===== src/rtl/serial_adder.sv =====
// Bit-serial WIDTH-bit adder built from two half-adder cells and a carry flop, LSB first.
// Define SERIAL_ADDER_SUB_EN to add a SUB input that turns the operation into A - B.

module serial_adder_ha (
  input  logic a_i,
  input  logic b_i,
  output logic s_o,
  output logic c_o
);
  assign s_o = a_i ^ b_i;
  assign c_o = a_i & b_i;
endmodule

module serial_adder #(
  parameter int unsigned WIDTH = 8
) (
  input  logic             CLK,
  input  logic             RST,
  input  logic             START,
  input  logic [WIDTH-1:0] A,
  input  logic [WIDTH-1:0] B,
`ifdef SERIAL_ADDER_SUB_EN
  input  logic             SUB,
`endif
  output logic             BUSY,
  output logic             DONE,
  output logic [WIDTH-1:0] SUM,
  output logic             COUT
);

  localparam int unsigned CntW = $clog2(WIDTH);

  typedef enum logic [1:0] {StIdle, StAdd, StFin} state_e;

  state_e           state_q, state_d;
  logic [WIDTH-1:0] a_q, a_d;
  logic [WIDTH-1:0] b_q, b_d;
  logic [WIDTH-1:0] res_q, res_d;
  logic [WIDTH-1:0] sum_q, sum_d;
  logic             carry_q, carry_d;
  logic             cout_q, cout_d;
  logic [CntW-1:0]  cnt_q, cnt_d;

  logic ha0_s, ha0_c, ha1_s, ha1_c;
  logic bit_s, bit_c;
  logic last_bit;
  logic start_b_inv;
  logic start_carry;

  // One full-adder slice: two half adders plus an OR on the carries.
  serial_adder_ha u_ha0 (
    .a_i (a_q[0]),
    .b_i (b_q[0]),
    .s_o (ha0_s),
    .c_o (ha0_c)
  );

  serial_adder_ha u_ha1 (
    .a_i (ha0_s),
    .b_i (carry_q),
    .s_o (ha1_s),
    .c_o (ha1_c)
  );

  assign bit_s    = ha1_s;
  assign bit_c    = ha0_c | ha1_c;
  assign last_bit = (cnt_q == CntW'(WIDTH - 1));

`ifdef SERIAL_ADDER_SUB_EN
  // Subtraction as A + ~B + 1; the +1 enters through the preset carry.
  assign start_b_inv = SUB;
  assign start_carry = SUB;
`else
  assign start_b_inv = 1'b0;
  assign start_carry = 1'b0;
`endif

  always_ff @(posedge CLK) begin
    if (RST) begin
      state_q <= StIdle;
      a_q     <= '0;
      b_q     <= '0;
      res_q   <= '0;
      sum_q   <= '0;
      carry_q <= 1'b0;
      cout_q  <= 1'b0;
      cnt_q   <= '0;
    end else begin
      state_q <= state_d;
      a_q     <= a_d;
      b_q     <= b_d;
      res_q   <= res_d;
      sum_q   <= sum_d;
      carry_q <= carry_d;
      cout_q  <= cout_d;
      cnt_q   <= cnt_d;
    end
  end

  always_comb begin
    state_d = state_q;
    unique case (state_q)
      StIdle:  if (START) state_d = StAdd;
      StAdd:   if (last_bit) state_d = StFin;
      StFin:   state_d = StIdle;
      default: state_d = StIdle;
    endcase
  end

  always_comb begin
    a_d     = a_q;
    b_d     = b_q;
    res_d   = res_q;
    sum_d   = sum_q;
    carry_d = carry_q;
    cout_d  = cout_q;
    cnt_d   = cnt_q;
    unique case (state_q)
      StIdle: begin
        if (START) begin
          a_d     = A;
          b_d     = start_b_inv ? ~B : B;
          carry_d = start_carry;
          cnt_d   = '0;
        end
      end
      StAdd: begin
        res_d   = {bit_s, res_q[WIDTH-1:1]};
        a_d     = a_q >> 1;
        b_d     = b_q >> 1;
        carry_d = bit_c;
        cnt_d   = cnt_q + CntW'(1);
        if (last_bit) begin
          sum_d  = {bit_s, res_q[WIDTH-1:1]};
          cout_d = bit_c;
        end
      end
      default: ;
    endcase
  end

  always_comb begin
    BUSY = (state_q == StAdd);
    DONE = (state_q == StFin);
    SUM  = sum_q;
    COUT = cout_q;
  end

endmodule


===== config.mk =====
export PLATFORM = sky130hd
export DESIGN_NAME = serial_adder
export DESIGN_NICKNAME = d
export VERILOG_FILES = /design/src/rtl/serial_adder.sv
export SDC_FILE = /design/constraint.sdc
export NUM_CORES = 1
export LEC_CHECK = 0
export BUFFER_PORTS_ARGS = -buffer_cell sky130_fd_sc_hd__clkbuf_2
export CAP_MARGIN = 20
export CORE_UTILIZATION = 49
export CTS_CLUSTER_DIAMETER = 50
export DETAILED_ROUTE_END_ITERATION = 7
export PLACE_DENSITY_LB_ADDON = 0.08
export SYNTH_ARGS = -nofsm -noshare
export SYNTH_HDL_FRONTEND = slang
export SYNTH_HIERARCHICAL = 1
export SYNTH_SLANG_ARGS = --single-unit

===== constraint.sdc =====
create_clock -name CLK -period 1.2 [get_ports CLK]
set_input_delay 0.36 -clock CLK [delete_from_list [all_inputs] [get_ports CLK]]
set_output_delay 0.36 -clock CLK [all_outputs]
set_load 0.005 [all_outputs]

==> results of run 1 <==
timing repair:
action                     4_1_cts  5_1_grt
gates resized for setup         38       27
setup endpoints to repair       20       38
setup buffers                    4        2
gates cloned                     1        0
hold endpoints to repair         0        0
pin swaps                        7        9
area by class of cell:
class | instances | area (sq um)
Multi-Input combinational cell | 117 | 939.7
Fill cell | 258 | 852.1
Sequential cell | 38 | 782.0
Timing Repair Buffer | 52 | 400.4
Tap cell | 44 | 55.05
Clock buffer | 6 | 51.30
Clock inverter | 2 | 12.51
Inverter | 2 | 10.01
tightest hold or removal path, stage by stage:
cell and delay, ns:
clkbuf_2 0.08, a22oi_2 0.05, nor2_1 0.08
per-stage QoR:
step                      total power [mW]  util [%]  worst slack [ns]  instance area [sq um]  cells
after floorplan                      1.601         -          0.005074                   1637    169
after global placement               1.683     60.93          -0.01385                   1891    246
after detailed placement             1.699     60.93          -0.08838                   1891    246
after CTS                            2.425     68.35           -0.2247                   2121    259
after global routing                 2.568     72.54           -0.2646                   2251    261
final                                2.449     72.54           -0.2119                   2251    261
where the power goes:
group	total [mW]	switching, mW	internal (mW)
sequential	1.36	0.0424	1.32
clock	0.706	0.424	0.282
combinational	0.385	0.187	0.198
cells by family after synthesis:
logic type	after synthesis	synth area share, %
buffers and inverters	14	6.465
flip-flops	38	46.81
AO/OA/AOI/OAI	38	18.71
multiplexers	15	9.238
AND/OR/NAND/NOR	60	15.70
adder cells (fa/ha/maj)	4	3.079
cell usage in the layout, fill, tap and decap left out, types with 2 or more instances in the layout:
cell type | Yosys | layout
nand2_2 | 0 | 5
dfxtp_4 | 0 | 2
a211oi_1 | 5 | 4
nand2_4 | 0 | 3
a21oi_1 | 16 | 8
nor2_2 | 0 | 5
nor3_1 | 3 | 3
ha_4 | 0 | 4
buf_6 | 5 | 8
a21oi_2 | 0 | 8
clkbuf_2 | 0 | 26
a22oi_2 | 1 | 3
nand2_1 | 31 | 23
buf_12 | 0 | 3
buf_4 | 0 | 14
mux2i_1 | 15 | 15
dfxtp_2 | 0 | 11
clkbuf_4 | 0 | 5
nor2_1 | 21 | 15
a211oi_2 | 10 | 11
dfxtp_1 | 38 | 25
sequential cells by signal (all words and copies together), names as in the netlist:
register  flops
SUM           8
a_q           8
b_q           8
res_q         7
cnt_q         3
state_q       2
COUT          1
carry_q       1
cells in the mapped netlist (3+ instances only):
library cell,instances
dfxtp_1,38
a211oi_1,5
nor2_1,21
clkbuf_1,3
buf_6,5
ha_1,4
nor3_1,3
a21oi_1,16
buf_2,3
mux2i_1,15
a22oi_1,3
a211oi_2,10
nand2_1,31
worst paths after layout:
kind	endpoint	slack [ns]
worst max-delay path	DONE	-0.21
worst min-delay path	b_q[7]	0.26
worst max register to register	a_q[5]	-0.14
worst min register to register	SUM[4]	0.48
metal layers:
layer | vias up | share of wire [%] | global-route usage [%]
li1 | 680 | - | -
met1 | 623 | 45 | 27.68
met2 | 28 | 50 | 35.31
met3 | 6 | 3.3 | 4.585
met4 | 0 | 1.4 | 9.302
met5 | - | 0 | 0
==> results by group, run 1 <==
Place
  – Final HPWL DP: around 2200 microns
  – I/O Buffers: 29
  – Final Wtd Congestion: roughly 0.7

Layout
  – Layout cell share with drive strength beyond 1: 55.76%
  – Area Growth Syn to Fin: 38.49%
  – Nets: around 240
  – # diodes: 0

Routing
  – Final wirelength: 3445 microns
  – Via count: between 1k and 1.5k
  – DR vias/cell: approximately 5.1
  – Final ANT Viol Nets: 0
  – DRT Pass-1 Iters: 4
  – Wire length per cell: about 13 microns
  – 1st-iter DRT viols: between 40 and 50
  – DRC: 0

Global route
  – First-pass GRT wire length: ~5700 microns
  – Largest net degree at the start of global routing: 23
  – Vias in the first global route: 1297
  – GRT overflow: 0
  – GRT Total Usage: a little over a fifth
  – Initial antenna violation count: 0

Setup path
  – Worst setup path start: state_q[1]
  – Top Family by Delay on Critical Path: flip-flops
  – Critical Path Start Type: flop
  – Critical Path AT: 1.05 ns
  – Worst Path Max Fanout: 5
  – Critical path's largest stage delay: approximately 0.39 ns
  – Critical path's slowest cell: dfxtp_4
  – Kind of critical path: reg -> out
  – Worst path bufs/invs: 2
  – Cell Chain, Critical Path: buf_6, nor2b_4, clkbuf_2
  – Reg2reg start: state_q[0]
  – Worst Reg-to-Reg Cells: 5
  – Stages on the worst setup path: 3
  – Critical path required time: about 0.84 ns
  – CP Capture Type: output pin

Synth
  – Fraction of registers with async set/reset: 0%
  – Top cells by area, synth: dfxtp_1 (47%), mux2i_1 (9.2%), a211oi_2 (7.7%)
  – Synth top area share: about 47%
  – YS warnings: 6
  – Yosys cell types: 25
  – Synth Flop Type: dfxtp_1
  – Post-synth design cell area: between 1500 and 2000 sq um
  – Synth Register Bits: 38
  – Syn nets: between 150 and 200
  – Cell taking the most area after synthesis: dfxtp_1
  – Cells after Synth: 169
  – Sequential-to-total area share from yosys stat: about 47%
  – Avg Inst Size Synth: 9.617 sq um
  – Post-synth EDFFs: 0

Clocking
  – CTS buffer count: 5
  – Max clock buf depth: 2
  – CTS tree: built
  – Hold_buf cts: 0
  – Clock tree sinks: 38
  – Root Driver: clkbuf_4
  – H-tree Lvls: 2
  – Clock-pin slew on the worst setup and hold paths: 0.11 ns
  – Worst-Skew Late Latency: 0.34 ns

Die
  – # rows: 20
  – Total core area: 3103 sq um
  – Chip height: between 50 and 60 microns
  – Die area: 3552 sq um
  – I/O Pins: 30
  – Initial Utilization: between 50% and 60%
  – Width of the die: 59.60 microns

STA
  – Final Max Slew Viols: 0
  – Final setup vio count: 24
  – RSZ-0062 raised after global routing: true
  – Period Utilization, post-route: 117.7%
  – Min Tclk post-route: roughly 1.4 ns
  – Slew HR: between 80% and 90%
  – Final WS setup: -0.2119 ns
  – Final setup TNS: -1.200 ns
  – Hold slack: roughly 0.26 ns
  – Fmax: 0.7083 GHz
  – Clk_skew: 0.009979 ns
  – Final hold vios: 0
  – Worst-Margin Slew: 0.2657 ns

Outcome
  – Failing checks: setup timing
  – Status: complete, but fails checks

Power
  – P_leak: 0.9287 nW
  – Power density cells: approximately 1100 nW/um^2
  – Maximum vdd ir drop: 745.3 uV

Job
  – Max Cap Violations: 0

Worst hold path
  – Hold Path Origin: B[7]
  – Hold Crit Class: in -> reg
  – Worst hold stages: 3
(Power assumes the default switching activity.)
==> run 2, diff against run 1 <==
--- a/config.mk
+++ b/config.mk
@@ -5,9 +5,12 @@
 export SDC_FILE = /design/constraint.sdc
 export NUM_CORES = 1
 export LEC_CHECK = 0
+export ABC_AREA = 1
 export BUFFER_PORTS_ARGS = -buffer_cell sky130_fd_sc_hd__clkbuf_2
 export CAP_MARGIN = 20
-export CORE_UTILIZATION = 49
+export CELL_PAD_IN_SITES_DETAIL_PLACEMENT = 0
+export CELL_PAD_IN_SITES_GLOBAL_PLACEMENT = 1
+export CORE_UTILIZATION = 34
 export CTS_CLUSTER_DIAMETER = 50
 export DETAILED_ROUTE_END_ITERATION = 7
 export PLACE_DENSITY_LB_ADDON = 0.08
==> results by group, run 2 <==
Outcome
  – Status: complete, but fails checks
  – Failing checks: setup timing

Die
  – I/O Pins: 30
  – Total core area: about 4800 sq um
  – Width of the die: about 73 microns
  – # rows: 25
  – Initial Utilization: between 30% and 40%
  – Die area: 5292 sq um
  – Chip height: 72.75 microns

Setup path
  – Kind of critical path: reg -> out
  – Cell Chain, Critical Path: inv_2, nor2_4, clkbuf_2
  – Critical Path AT: about 0.93 ns
  – Critical path's slowest cell: dfxtp_4
  – Reg2reg start: a_q[0]
  – Critical Path Start Type: flop
  – CP Capture Type: output pin
  – Critical path's largest stage delay: approximately 0.38 ns
  – Critical path required time: roughly 0.84 ns
  – Reg2reg end: COUT
  – Worst Reg-to-Reg Cells: 6
  – Worst Path Max Fanout: 3
  – R2r setup slk: approximately 0.040 ns

Synth
  – Synth Flop Type: dfxtp_1
  – Top cells by area, synth: dfxtp_1 (45%), nand2_1 (18%), nor2_1 (16%)
  – YS warnings: 6
  – Avg Inst Size Synth: 6.520 sq um
  – Post-synth EDFFs: 0
  – Most common cell in the netlist: nand2_1
  – Yosys cell types: 17
  – Synth Register Bits: 38
  – Sequential-to-total area share from yosys stat: 44.71%
  – Cell taking the most area after synthesis: dfxtp_1
  – Synth top area share: 44.71%
  – Post-synth design cell area: between 1500 and 2000 sq um
  – Fraction of registers with async set/reset: 0%
  – Top cell types by occurrence after synthesis: nand2_1 (82), nor2_1 (72), dfxtp_1 (38)
  – Syn nets: roughly 280
  – Cells after Synth: between 200 and 300

Global route
  – Largest net degree at the start of global routing: 32
  – Vias in the first global route: 1449
  – Initial antenna violation count: 0
  – GRT overflow: 0
  – GRT Total Usage: approximately 16%
  – First-pass GRT wire length: roughly 6300 microns

Layout
  – Post-route cell area: roughly 2200 sq um
  – Area Growth Syn to Fin: 29.71%
  – Nets: approximately 330
  – Commonest non-fill, non-tap cell in the layout: nand2_1
  – Final core utilization: between 40 and 50%
  – # diodes: 0
  – Non-Filler Instances: 370
  – Fill cell count: 529
  – Most frequent cells in the layout: nand2_1 (82), nor2_1 (68), dfxtp_1 (33)
  – Register area: between 700 and 800 sq um
  – Layout cell share with drive strength beyond 1: 24.42%
  – Area of the multi-input gates: 828.3 sq um

STA
  – Final Max Slew Viols: 0
  – Fmax: between 0.7 and 0.8 GHz
  – Period Utilization, post-route: 107.2%
  – Min Tclk post-route: between 1 and 1.5 ns
  – Slew HR: about 87%
  – Hold slack: between 0.3 and 0.4 ns
  – Final hold vios: 0
  – Worst-Margin Slew: 0.1911 ns
  – Final setup TNS: -0.1704 ns
  – Clk_skew: about 0.0050 ns
  – RSZ-0062 raised after global routing: true
  – Final setup vio count: 2
  – Final WS setup: -0.08669 ns

Routing
  – Final ANT Viol Nets: 0
  – Final wirelength: around 3700 microns
  – Wire length per cell: around 10 microns
  – DRC: 0
  – Via count: approximately 1.6k
  – DR vias/cell: between 4 and 5
  – 1st-iter DRT viols: 48
  – DRT Pass-1 Iters: 4

Power
  – Sw Pwr: approximately 0.75 mW
  – P_leak: around 1.1 nW
  – Power, Total: ~2.9 mW
  – Internal power: 2.139 mW
  – Clock Power Share: between 30 and 40%
  – Logic pwr share: between 10% and 20%
  – Sw Ratio: 25.99%
  – Reg power frac: between 40% and 50%
  – Power density cells: ~1300 nW/um^2
  – Maximum vdd ir drop: ~500 uV

Job
  – Max Cap Violations: 0

Clocking
  – Clock tree sinks: 38
  – Hold_buf cts: 0
  – H-tree Lvls: 2
  – CTS buffer count: 5
  – Root Driver: clkbuf_8
  – Worst-Skew Late Latency: just under 0.3 ns
  – Max clock buf depth: 2
  – CTS tree: built
  – Clock-pin slew on the worst setup and hold paths: ~0.08 ns

Worst hold path
  – Hold Path Origin: RST
  – Worst hold stages: 2
  – Hold EP: carry_q
  – Hold Crit Class: in -> reg

Place
  – Final Wtd Congestion: between 0.6 and 0.7
  – Placed Area: approximately 2000 sq um
  – DP Cell Count: 360
  – I/O Buffers: 29
  – Pre-CTS setup slack: -0.007006 ns
  – Final HPWL DP: between 2000 and 3000 microns
-- run 2: cells by family (layout without fill, tap and decap cells) --
group           count (synthesis)  after routing  share of synthesized area (%)
compound gates                 16             16                          4.853
fa+ha+maj                       4              4                          2.941
flops                          38             38                          44.71
buf+inv                        37             79                          9.338
simple gates                  166            166                          38.16
-- run 2: critical path, delay by kind of cell (launching register included) --
family / cells / cell delay, ns
buffers and inverters: 2 / 0.16
DFF: 1 / 0.38
and+or+nand+nor: 1 / 0.10
-- run 2: power groups by stage --
stage                     registers (mW)  logic, mW  clock network, mW
after global placement              1.40      0.402                  0
after detailed placement            1.40      0.402                  0
final                               1.37      0.423               1.10
after CTS                           1.37      0.418               1.14
after global routing                1.38      0.495               1.19
after floorplan                     1.39      0.268                  0
-- run 2: worst max path at each step --
stage | start | cells past startpoint | endpoint | slack (ns)
global placement | a_q[0] | 4 | res_q[7] | -0.004
detailed placement | cnt_q[0] | 7 | SUM[7] | -0.007
CTS | state_q[0] | 3 | BUSY | -0.10
global route | state_q[1] | 3 | DONE | -0.14
floorplan | a_q[0] | 4 | res_q[7] | 0.02
finish | state_q[0] | 3 | BUSY | -0.09
-- run 2: what timing repair did --
action,in CTS,in global routing
endpoints found under the hold margin,0,0
resized for setup,12,15
buffers inserted,2,0
pin swaps,1,3
endpoints found under the setup margin,8,28
cloned,0,0
-- run 2: final cells by class --
class	instances	area share, %
clock buffer	5	3.118
timing repair buffer	46	14.17
tap	67	3.798
inverter	25	4.365
multi-input combinational	186	37.53
sequential	38	34.98
clock inverter	3	2.041
-- run 2: layer usage --
| metal | vias up | track usage [%] | part of all wire, % |
|---|---|---|---|
| met4 | 0 | 5.882 | 1.3 |
| met2 | 23 | 23.57 | 42 |
| li1 | 865 | - | - |
| met3 | 4 | 3.729 | 3.4 |
| met5 | - | 0 | 0 |
| met1 | 684 | 21.25 | 53 |
